--- src/rtl/fpmul_pkg.sv ---
// Shared types for the FP32 multiplier front-end arbiter.
// Latency: n/a (types, constants and a helper function only).
// Backpressure: n/a.
//
// Contents: FP32 word width, FSM state encodings/enum, latched operand pair,
// and a modulo increment helper for the round-robin pointer.
package fpmul_pkg;

    localparam int FP32_W = 32;

    // Raw encodings kept as plain constants so older code that compares
    // against bit patterns still lines up with the enum below.
    localparam logic [1:0] S_IDLE   = 2'd0;
    localparam logic [1:0] S_SEND_A = 2'd1;
    localparam logic [1:0] S_SEND_B = 2'd2;
    localparam logic [1:0] S_WAIT_Z = 2'd3;

    typedef enum logic [1:0] {
        ST_IDLE   = S_IDLE,
        ST_SEND_A = S_SEND_A,
        ST_SEND_B = S_SEND_B,
        ST_WAIT_Z = S_WAIT_Z
    } fsm_state_t;

    // Operand pair captured at grant time; the requester may change its
    // inputs afterwards without affecting the operation in flight.
    typedef struct packed {
        logic [FP32_W-1:0] a;
        logic [FP32_W-1:0] b;
    } operand_t;

    // (idx + 1) mod n for idx already in 0..n-1.
    function automatic int wrap_inc(input int idx, input int n);
        return (idx + 1 >= n) ? 0 : idx + 1;
    endfunction

endpackage

--- src/rtl/rr_arbiter.sv ---
// Combinational round-robin picker: first set request at or after ptr, wrapping.
// Latency: 0 cycles (pure combinational).
// Backpressure: none; the caller decides whether the pick is actually taken.
//
// Ports: req     - request vector, one bit per requester
//        ptr     - highest-priority index this cycle (must be < NUM_REQ)
//        gnt_vld - at least one request is set
//        gnt_idx - index of the selected requester (0 when gnt_vld is low)
module rr_arbiter #(
    parameter int NUM_REQ = 4,
    parameter int IDX_W   = (NUM_REQ > 1) ? $clog2(NUM_REQ) : 1
) (
    input  logic [NUM_REQ-1:0] req,
    input  logic [IDX_W-1:0]   ptr,
    output logic               gnt_vld,
    output logic [IDX_W-1:0]   gnt_idx
);

    int j;

    // Walk offsets from farthest to nearest so the candidate closest to ptr
    // is the last one written and therefore wins.
    always_comb begin
        gnt_vld = 1'b0;
        gnt_idx = '0;
        j       = 0;
        for (int k = NUM_REQ - 1; k >= 0; k--) begin
            j = int'(ptr) + k;
            if (j >= NUM_REQ) begin
                j = j - NUM_REQ;
            end
            if (req[j]) begin
                gnt_vld = 1'b1;
                gnt_idx = IDX_W'(j);
            end
        end
    end

endmodule

--- src/rtl/fpmul_arbiter.sv ---
// Shares one strobe/ack FP32 multiplier among NUM_REQ requesters, round-robin.
// Latency: grant -> operand A strobe next cycle; result pulse 1 cycle after the product handshake.
// Backpressure: one op in flight; grants only in IDLE; strobes held until the unit acks.
//
// Ports: clk/rst          - clock, synchronous active-high reset (also resets the unit)
//        req_valid/a/b    - per-requester operand pair offer
//        req_ready        - one-hot single-cycle accept pulse
//        rsp_valid/id/z   - single-cycle result pulse with owner index and product
//        busy             - an operation is in flight
//        input_a*/input_b*/output_z* - strobe/ack link to the multiplier unit
module fpmul_arbiter
    import fpmul_pkg::*;
#(
    parameter int NUM_REQ = 4
) (
    input  logic                             clk,
    input  logic                             rst,
    input  logic [NUM_REQ-1:0]               req_valid,
    input  logic [NUM_REQ-1:0][FP32_W-1:0]   req_a,
    input  logic [NUM_REQ-1:0][FP32_W-1:0]   req_b,
    output logic [NUM_REQ-1:0]               req_ready,
    output logic                             rsp_valid,
    output logic [$clog2(NUM_REQ)-1:0]       rsp_id,
    output logic [FP32_W-1:0]                rsp_z,
    output logic                             busy,
    output logic [FP32_W-1:0]                input_a,
    output logic                             input_a_stb,
    input  logic                             input_a_ack,
    output logic [FP32_W-1:0]                input_b,
    output logic                             input_b_stb,
    input  logic                             input_b_ack,
    input  logic [FP32_W-1:0]                output_z,
    input  logic                             output_z_stb,
    output logic                             output_z_ack
);

    localparam int IDX_W = $clog2(NUM_REQ);

    fsm_state_t        state;
    fsm_state_t        state_nxt;
    logic [IDX_W-1:0]  ptr;
    logic [IDX_W-1:0]  gnt_id;
    operand_t          op_q;

    logic              pick_vld;
    logic [IDX_W-1:0]  pick_idx;
    logic              grant;
    logic              a_hs;
    logic              b_hs;
    logic              z_hs;

    rr_arbiter #(
        .NUM_REQ (NUM_REQ),
        .IDX_W   (IDX_W)
    ) u_rr (
        .req     (req_valid),
        .ptr     (ptr),
        .gnt_vld (pick_vld),
        .gnt_idx (pick_idx)
    );

    // Handshake outputs are qualified with !rst so nothing is offered or
    // accepted during a reset cycle, whatever state the FSM was left in.
    assign grant        = !rst && (state == ST_IDLE) && pick_vld;
    assign input_a_stb  = !rst && (state == ST_SEND_A);
    assign input_b_stb  = !rst && (state == ST_SEND_B);
    assign output_z_ack = !rst && (state == ST_WAIT_Z);
    assign busy         = !rst && (state != ST_IDLE);

    assign a_hs = input_a_stb  && input_a_ack;
    assign b_hs = input_b_stb  && input_b_ack;
    assign z_hs = output_z_ack && output_z_stb;

    // Operands come from the grant-time capture, so they stay stable across
    // any number of stall cycles regardless of what the requester does.
    assign input_a = op_q.a;
    assign input_b = op_q.b;

    always_comb begin
        req_ready = '0;
        if (grant) begin
            req_ready[pick_idx] = 1'b1;
        end
    end

    always_comb begin
        state_nxt = state;
        case (state)
            ST_IDLE:   if (grant) state_nxt = ST_SEND_A;
            ST_SEND_A: if (a_hs)  state_nxt = ST_SEND_B;
            ST_SEND_B: if (b_hs)  state_nxt = ST_WAIT_Z;
            ST_WAIT_Z: if (z_hs)  state_nxt = ST_IDLE;
            default:              state_nxt = ST_IDLE;
        endcase
    end

    always_ff @(posedge clk) begin
        if (rst) begin
            state     <= ST_IDLE;
            ptr       <= '0;
            gnt_id    <= '0;
            op_q      <= '0;
            rsp_valid <= 1'b0;
            rsp_id    <= '0;
            rsp_z     <= '0;
        end else begin
            state     <= state_nxt;
            rsp_valid <= z_hs;
            if (grant) begin
                // Pointer moves just past the winner so it drops to lowest
                // priority for the next round.
                ptr       <= IDX_W'(wrap_inc(int'(pick_idx), NUM_REQ));
                gnt_id    <= pick_idx;
                op_q.a    <= req_a[pick_idx];
                op_q.b    <= req_b[pick_idx];
            end
            if (z_hs) begin
                rsp_z  <= output_z;
                rsp_id <= gnt_id;
            end
        end
    end

endmodule

--- config.mk ---
export PLATFORM = sky130hd
export DESIGN_NAME = fpmul_arbiter
export DESIGN_NICKNAME = d
export VERILOG_FILES = /design/src/rtl/fpmul_pkg.sv /design/src/rtl/rr_arbiter.sv /design/src/rtl/fpmul_arbiter.sv
export SDC_FILE = /design/constraint.sdc
export NUM_CORES = 1
export LEC_CHECK = 0
export BUFFER_PORTS_ARGS = -buffer_cell sky130_fd_sc_hd__buf_4
export CAP_MARGIN = 25
export CORE_ASPECT_RATIO = 0.5
export CORE_MARGIN = 10
export CORE_UTILIZATION = 39
export CTS_CLUSTER_SIZE = 20
export DETAILED_ROUTE_END_ITERATION = 8
export PLACE_DENSITY = 0.77
export SYNTH_ARGS = -nofsm -noshare
export SYNTH_HDL_FRONTEND = slang
export SYNTH_SLANG_ARGS = --single-unit
--- constraint.sdc ---
create_clock -name clk -period 5.93 [get_ports clk]
set_input_delay 0.8895 -clock clk [delete_from_list [all_inputs] [get_ports clk]]
set_output_delay 0.8895 -clock clk [all_outputs]
set_load 0.05 [all_outputs]
==> results.cfg, run 1 <==
[run_status]
outcome = finished clean

[layout]
seq_area_sq_mm = 0.00210
multi_input_area_sq_mm = 0.00348
n_antenna_cell = 0
layout-drive-gt1-share = 0.475
post-route-util = 0.631
syn_to_final_growth_pct = 56.5
nets = 1321
n_fill_cell = 1263

[cts]
cts_tree = yes
hold_buffers = 0
cts_buffers = 9
clock-sinks = 105
worst_setup_hold_path_clk_slew_ps = 70
post_cts_resized = 0
postCtsSetupRepairBufs = 0
clockBufferDepth = 2
cts.htree.levels = 3
clk_latency_ps = 330
root_buffer = clkbuf_16

[critical_path]
critPathKind = primary input to output pin
cp-end-kind = output pin
critical_path.max_fanout = 37
cp-start-kind = primary input
cp.required_ps = 5040
crit_arrival_ps = 2810

[floorplanning]
die_h_microns = 107
io_pins = 404
num_rows = 31
die_area_sq_mm = 0.0208
core-area_sq_mm = 0.0147
die_w_microns = 194
initial_core_util = 0.403

[timing]
finalSetupTns_ps = 0
drv_slew = 0
fmax_mhz = 270
setup_violations = 0
tightest_slew_ps = 921
fin_crit_sh = 0.624
skew_ps = 4.93
holdWs_ps = 448
fin_crit_ps = 3700
hold_violations = 0
rsz0062_at_grt = no
slew_headroom = 0.382

[synth]
ys.flop_type = dfxtp_1
syn_area_sq_mm = 0.00591
yosys_warnings = 0
synth_area_per_cell_sq_um = 9.02
synth_seq_cells = 105
synth_seq_area_share = 0.356
synth_edf_count = 0
synthArstFlopShare = 0
yosysUniqueCellTypes = 40
synth_fp_nets = 960
synth_cells = 655

[power_and_ir_drop]
peakVddDrop_v = 0.000181
cellLeakagePower_uw = 0.00452
power.density_mw_per_mm2 = 465

[grt]
grt_max_degree = 65
antenna_found_initial = 0
grt_util_all_layers = 0.233
grt_remaining_overflow = 0
grt_pass1_vias = 6789
grt_pass1_wl_microns = 39400

[detailed_routing]
drc = 0
drtIter0Drc = 575
wire_per_inst_microns = 21.6
viasPerCell = 5.53
routed-via-count = 6746
drt-pass1-iter-count = 5
antenna_left = 0
wl_microns = 26300

[run]
cap_violations = 0

[placed_design]
dp_hpwl_microns = 19700
io_buffers = 403
gp_congestion = 0.843

[hold_path]
hp-class = flop to flop
## routing by layer
| metal | up-vias | track usage | wire length, microns |
|---|---|---|---|
| met5 | - | 0 | 0 |
| met4 | 0 | 0.0660 | 663 |
| met3 | 42 | 0.0637 | 2090 |
| met2 | 307 | 0.420 | 13500 |
| met1 | 3244 | 0.269 | 10100 |
| li1 | 3153 | - | - |
## layout make-up
type,count,share of cell area
flip-flops and latches,105,0.227
clock buffers,12,0.0256
clock inverters,4,0.00582
well taps,198,0.0268
repair buffers,414,0.336
inverters,5,0.00203
multi-input cells,481,0.376
## cells in the mapped netlist, drive strengths merged (2+ instances only)
master | instances | share of area
nand2b | 2 | 0.0021
ha | 8 | 0.017
clkbuf | 45 | 0.029
a21oi | 68 | 0.058
nand3 | 64 | 0.054
inv | 4 | 0.0025
o21ai | 64 | 0.054
buf | 19 | 0.027
dfxtp | 105 | 0.36
nand3b | 35 | 0.044
mux2 | 64 | 0.15
nor2b | 7 | 0.0087
nor2 | 9 | 0.0066
and2 | 4 | 0.0042
a221o | 64 | 0.11
nand2 | 76 | 0.048
## logic make-up after synthesis
kind of cell	Yosys count	share of synthesized area
and+or+nand+nor	204	0.183
DFF	105	0.356
buffers and inverters	69	0.0591
adders and majority gates	8	0.0169
AOI/OAI and AO/OA	204	0.236
muxes	65	0.149
## registers in the layout (all words and copies together), names as in the netlist
name,count
input_b,32
rsp_id,2
input_a,32
rsp_z,32
state,2
rsp_valid,1
ptr,2
gnt_id,2
## worst paths after layout
kind,start,to,slack [ps],cells past startpoint
worst max-delay path,req_valid[3],req_ready[1],2230,9
worst min-delay path,gnt_id[1],rsp_id[1],450,2
worst max register to register,ptr[0],input_b[11],3160,7
worst min register to register,gnt_id[1],rsp_id[1],450,2
## worst max-delay path: stages
cell and delay [ps]:
buf_4 140, nor2_2 210, and4b_2 290, nor2_4 70, buf_4 450, inv_1 200, ha_1 240, and2_1 130
buf_4 180
## metrics by stage
step,setup slack [ps],std cells,total power (uW),instance area [sq um]
after floorplan,2700,655,2910,5910
after global placement,2330,1203,3670,8950
after detailed placement,2250,1203,3710,8950
after CTS,2250,1219,4310,9250
after global routing,2120,1219,4490,9250
final,2230,1219,4300,9250
## where the power goes
group          leakage [uW]  total, uW  internal [uW]  switching, uW
Clock              0.000133        602            330            272
Combinational       0.00353       2590            944           1650
Sequential         0.000860       1110            948            157
## layout by cell type (no fill, tap or decap), types with 2 or more instances in the layout
cell type	synthesis	routed
mux2_2	7	7
nand2_1	76	76
nand2b_1	2	2
a21oi_1	68	68
o21ai_0	64	64
a221o_1	64	64
inv_1	4	4
nor2_4	0	2
clkbuf_16	0	9
nor2_1	7	6
ha_1	8	8
clkinvlp_4	0	2
buf_4	1	414
mux2_4	40	40
and2_1	4	4
nand3b_1	35	35
clkbuf_1	45	3
nand3_1	64	64
dfxtp_1	105	105
mux2_1	17	17
nor2b_1	6	6
Power figures use the tool's default switching activity.
==> run 2, diff against run 1 <==
clock period = 3.8 ns   (was 5.93 ns; I/O delays follow)
==> run 2 against run 1 <==
Hold slack worse by 44 ps. Wire length is 1.5% higher. Critical endpoint is now req_ready[3]. Non-clock buffer count up 2. Largest cell class unchanged. Largest power group unchanged.
==> results.cfg, run 2 (synthesis results as in run 1) <==
[run_status]
outcome = finished clean

[detailed_routing]
drt-pass1-iter-count = 5
routed-via-count = 6747
wire_per_inst_microns = 21.9
wl_microns = 26700
viasPerCell = 5.53
drtIter0Drc = 403
antenna_left = 0
drc = 0

[timing]
hold_violations = 0
setup_violations = 0
fin_crit_ps = 2780
finalSetupTns_ps = 0
fmax_mhz = 360
rsz0062_at_grt = no
fin_crit_sh = 0.732
holdWs_ps = 405
drv_slew = 0
slew_headroom = 0.483
tightest_slew_ps = 773
skew_ps = 9.78

[floorplanning]
io_pins = 404
core-area_sq_mm = 0.0147
num_rows = 31
die_area_sq_mm = 0.0208
die_h_microns = 107
initial_core_util = 0.403
die_w_microns = 194

[critical_path]
cpPeakStageDelay_ps = 480
cp-end-kind = output pin
cp-start-kind = flop
critical_path.max_fanout = 7
critPathKind = flop to output pin
critPathSlowestCell = dfxtp_1
crit_arrival_ps = 2210
crit_chain = a21oi_1 -> nor3b_1 -> or3_4 -> inv_1 -> ha_1 -> and2_1 -> buf_4
cp.required_ps = 3230

[power_and_ir_drop]
power.density_mw_per_mm2 = 724
peakVddDrop_v = 0.000341
seqPwrFrac = 0.259
p_sw_frac = 0.490
pwr-share-clk = 0.138
p_sw_uw = 3290
cellLeakagePower_uw = 0.00454
p_int_uw = 3420
pwr-share-comb = 0.603
power_uw = 6710

[grt]
grt_pass1_vias = 6649
grt_util_all_layers = 0.235
grt_max_degree = 65
grt_pass1_wl_microns = 39600
grt_remaining_overflow = 0
antenna_found_initial = 0

[cts]
cts_tree = yes
postCtsSetupRepairBufs = 0
cts_buffers = 9
hold_buffers = 0
root_buffer = clkbuf_16
clock-sinks = 105
post_cts_resized = 0
cts.htree.levels = 3
clockBufferDepth = 2
worst_setup_hold_path_clk_slew_ps = 80
clk_latency_ps = 340

[layout]
layout-drive-gt1-share = 0.479
n_antenna_cell = 0
multi_input_area_sq_mm = 0.00348
post-route-util = 0.632
layout_commonest_cell = buf_4
nets = 1323
layout_common_cells = 415 x buf_4, 105 x dfxtp_1, 76 x nand2_1, 68 x a21oi_1
syn_to_final_growth_pct = 56.9
final_area_sq_mm = 0.00927
seq_area_sq_mm = 0.00210
n_fill_cell = 1276

[placed_design]
dp_hpwl_microns = 20300
io_buffers = 403
placed_cell_area_sq_mm = 0.00898
gp_congestion = 0.883

[hold_path]
hp-class = primary input to flop

[run]
cap_violations = 0
## run 2: layout make-up
cell class | instances | area share
tap | 198 | 0.0267
inverter | 5 | 0.00202
clock buffer | 9 | 0.0243
multi-input combinational | 481 | 0.375
timing repair buffer | 416 | 0.338
sequential | 105 | 0.227
clock inverter | 7 | 0.00661
## run 2: power by group through the flow
stage / logic [uW] / registers [uW] / clock network [uW]
2_1_floorplan: 1630 / 2920 / 0
3_3_place_gp: 3980 / 1740 / 0
3_5_place_dp: 4060 / 1750 / 0
4_1_cts: 4060 / 1730 / 952
5_1_grt: 4250 / 1780 / 986
6_report: 4050 / 1740 / 922
## run 2: path summary, 6_finish.rpt
check	startpoint	to	slack, ps	cells after the start
setup / recovery	ptr[1]	req_ready[3]	1020	7
hold / removal	output_z[2]	rsp_z[2]	400	3
setup reg to reg	ptr[0]	input_b[11]	1280	6
hold reg to reg	gnt_id[1]	rsp_id[1]	440	2
## run 2: worst max-delay path: cells and delay by family, from the launching register on
kind | cells | cell delay (ps)
simple gates | 3 | 860
buf+inv | 2 | 270
compound gates | 1 | 110
fa+ha+maj | 1 | 180
flops | 1 | 480
## run 2: per-stage QoR
stage	instances	setup slack, ps
after global placement	1205	993
after detailed placement	1205	959
after CTS	1221	1040
final	1221	1020
after global routing	1221	902
after floorplan	655	1210
## run 2: routing by layer
layer / share of wire / track usage
met5: 0 / 0
met4: 0.025 / 0.0628
met3: 0.081 / 0.0619
met2: 0.51 / 0.422
met1: 0.38 / 0.274
==> run 3, diff against run 2 <==
CORE_UTILIZATION = 38   (was 39)
PLACE_DENSITY = 0.78   (was 0.77)
clock period = 2.55 ns   (was 3.8 ns; I/O delays follow)
==> run 3 against run 2 <==
Register-to-register slack worse by 930 ps. Via count rose by 1.6%. Hold slack worse by 190 ps. Clock power is 51% higher. Sequential share of layout area down 0.30 points. Final cell count rose by 1.1%. Largest power group unchanged. Critical path depth unchanged. Core utilization decreased by 1.9 points. Global-route usage is 0.58 points lower. Worst setup slack got worse by 870 ps. Wire length down 0.55%.
==> results.cfg, run 3 (synthesis results as in run 1) <==
[run_status]
outcome = finished clean

[critical_path]
worstSetupEndpoint = req_ready[3]
cp-end-kind = output pin
critPathSlowestCell = or3_4
crit_family = simple AND/OR/NAND/NOR gates
cp_num_buf_inv = 2
critical_path.max_fanout = 4
cp.required_ps = 2170
critPathKind = flop to output pin
cpPeakStageDelay_ps = 430
cp-start-kind = flop
r2r_start = ptr[0]
r2r_slack_ps = 350
crit_path_start = ptr[0]
crit_arrival_ps = 2010
cp.depth = 7
reg2reg_to = input_b[5]
ff2ff_path_depth = 6
crit_chain = nor2b_4 -> o21ba_1 -> or3_4 -> inv_1 -> ha_1 -> and2_1 -> buf_4

[grt]
grt_max_degree = 65
grt_pass1_vias = 6986
met3_usage = 0.0677
grt_pass1_wl_microns = 39200
grt_util_all_layers = 0.229
use_met2 = 0.400
top_usage_layer = met2
use_met1 = 0.267
grt_remaining_overflow = 0
antenna_found_initial = 0

[power_and_ir_drop]
power.density_mw_per_mm2 = 1080
peakVddDrop_v = 0.000414
pwr-share-comb = 0.608
p_sw_uw = 4950
p_sw_frac = 0.486
power_uw = 10200
p_int_uw = 5230
pwr-share-clk = 0.137
seqPwrFrac = 0.255
cellLeakagePower_uw = 0.00460

[timing]
holdWs_ps = 211
slew_headroom = 0.418
fin_crit_sh = 0.940
tightest_slew_ps = 873
fin_crit_ps = 2400
rsz0062_at_grt = no
hold_violations = 0
finalSetupTns_ps = 0
setup_violations = 0
skew_ps = 7.98
drv_slew = 0
fmax_mhz = 417

[placed_design]
dp_cells = 1218
io_buffers = 403
gp_congestion = 0.880
dp_hpwl_microns = 20400

[cts]
cts.htree.levels = 3
clock-sinks = 105
worst_setup_hold_path_clk_slew_ps = 80
cts_tree = yes
clk_latency_ps = 350
hold_buffers = 0
clockBufferDepth = 2
cts_buffers = 9
root_buffer = clkbuf_16

[detailed_routing]
viasPerCell = 5.56
routed-via-count = 6857
drtIter0Drc = 477
wire_per_inst_microns = 21.6
wl_microns = 26600
drt-pass1-iter-count = 5
drc = 0
antenna_left = 0

[floorplanning]
die_w_microns = 196
die_h_microns = 108
core-area_sq_mm = 0.0153
num_rows = 32
io_pins = 404
die_area_sq_mm = 0.0212
initial_core_util = 0.385

[layout]
syn_to_final_growth_pct = 59.2
post-route-util = 0.613
nets = 1330
layout-drive-gt1-share = 0.485
layout_commonest_cell = buf_4
layout_common_cells = 417 x buf_4, 103 x dfxtp_1, 76 x nand2_1, 68 x a21oi_1
layoutNonFillerInstCount = 1234
n_antenna_cell = 0
n_fill_cell = 1331

[run]
cap_violations = 0

[hold_path]
hp-class = primary input to flop
[run 3: final cells by class]
| cell class | instances | area, sq um | share of cell area |
|---|---|---|---|
| repair buffers | 423 | 3250 | 0.346 |
| well taps | 204 | 255 | 0.0271 |
| multi-input cells | 481 | 3480 | 0.370 |
| clock buffers | 10 | 239 | 0.0254 |
| flip-flops and latches | 105 | 2100 | 0.224 |
| inverters | 5 | 18.8 | 0.00200 |
| clock inverters | 6 | 52.6 | 0.00559 |
[run 3: how the worst min path moves through the flow]
stage	startpoint	endpoint	slack, ps	cells after the start
floorplan	gnt_id[0]	rsp_id[0]	420	2
global placement	gnt_id[1]	rsp_id[1]	440	2
detailed placement	gnt_id[1]	rsp_id[1]	450	2
CTS	output_z[13]	rsp_z[13]	200	3
global route	output_z[13]	rsp_z[13]	190	3
finish	output_z[13]	rsp_z[13]	210	3
[run 3: power groups by stage]
stage | sequential (uW) | clock, uW | combinational [uW]
global placement | 2590 | 0 | 6100
detailed placement | 2600 | 0 | 6180
global route | 2660 | 1490 | 6500
floorplan | 4340 | 0 | 2420
CTS | 2580 | 1410 | 6190
finish | 2600 | 1390 | 6190
[run 3: tightest hold or removal path: cells and delay by family]
kind | cells | cell delay, ps
and+or+nand+nor | 2 | 80
buffers and inverters | 1 | 70
[run 3: per-layer routing]
metal | wire (microns) | part of all wire
met5 | 0 | 0
met4 | 722 | 0.027
met3 | 2030 | 0.076
met2 | 13500 | 0.51
met1 | 10300 | 0.39
[run 3: timing repair]
item,in CTS,in global routing
setup buffers,0,0
gates resized for setup,1,2
endpoints found under the setup margin,2,2
pin swaps,0,0
[run 3: through the flow]
| step | instance area [sq um] | worst slack, ps |
|---|---|---|
| after floorplan | 5910 | 336 |
| after global placement | 9100 | 189 |
| after detailed placement | 9100 | 151 |
| after CTS | 9400 | 78.4 |
| after global routing | 9400 | 35.8 |
| final | 9400 | 153 |
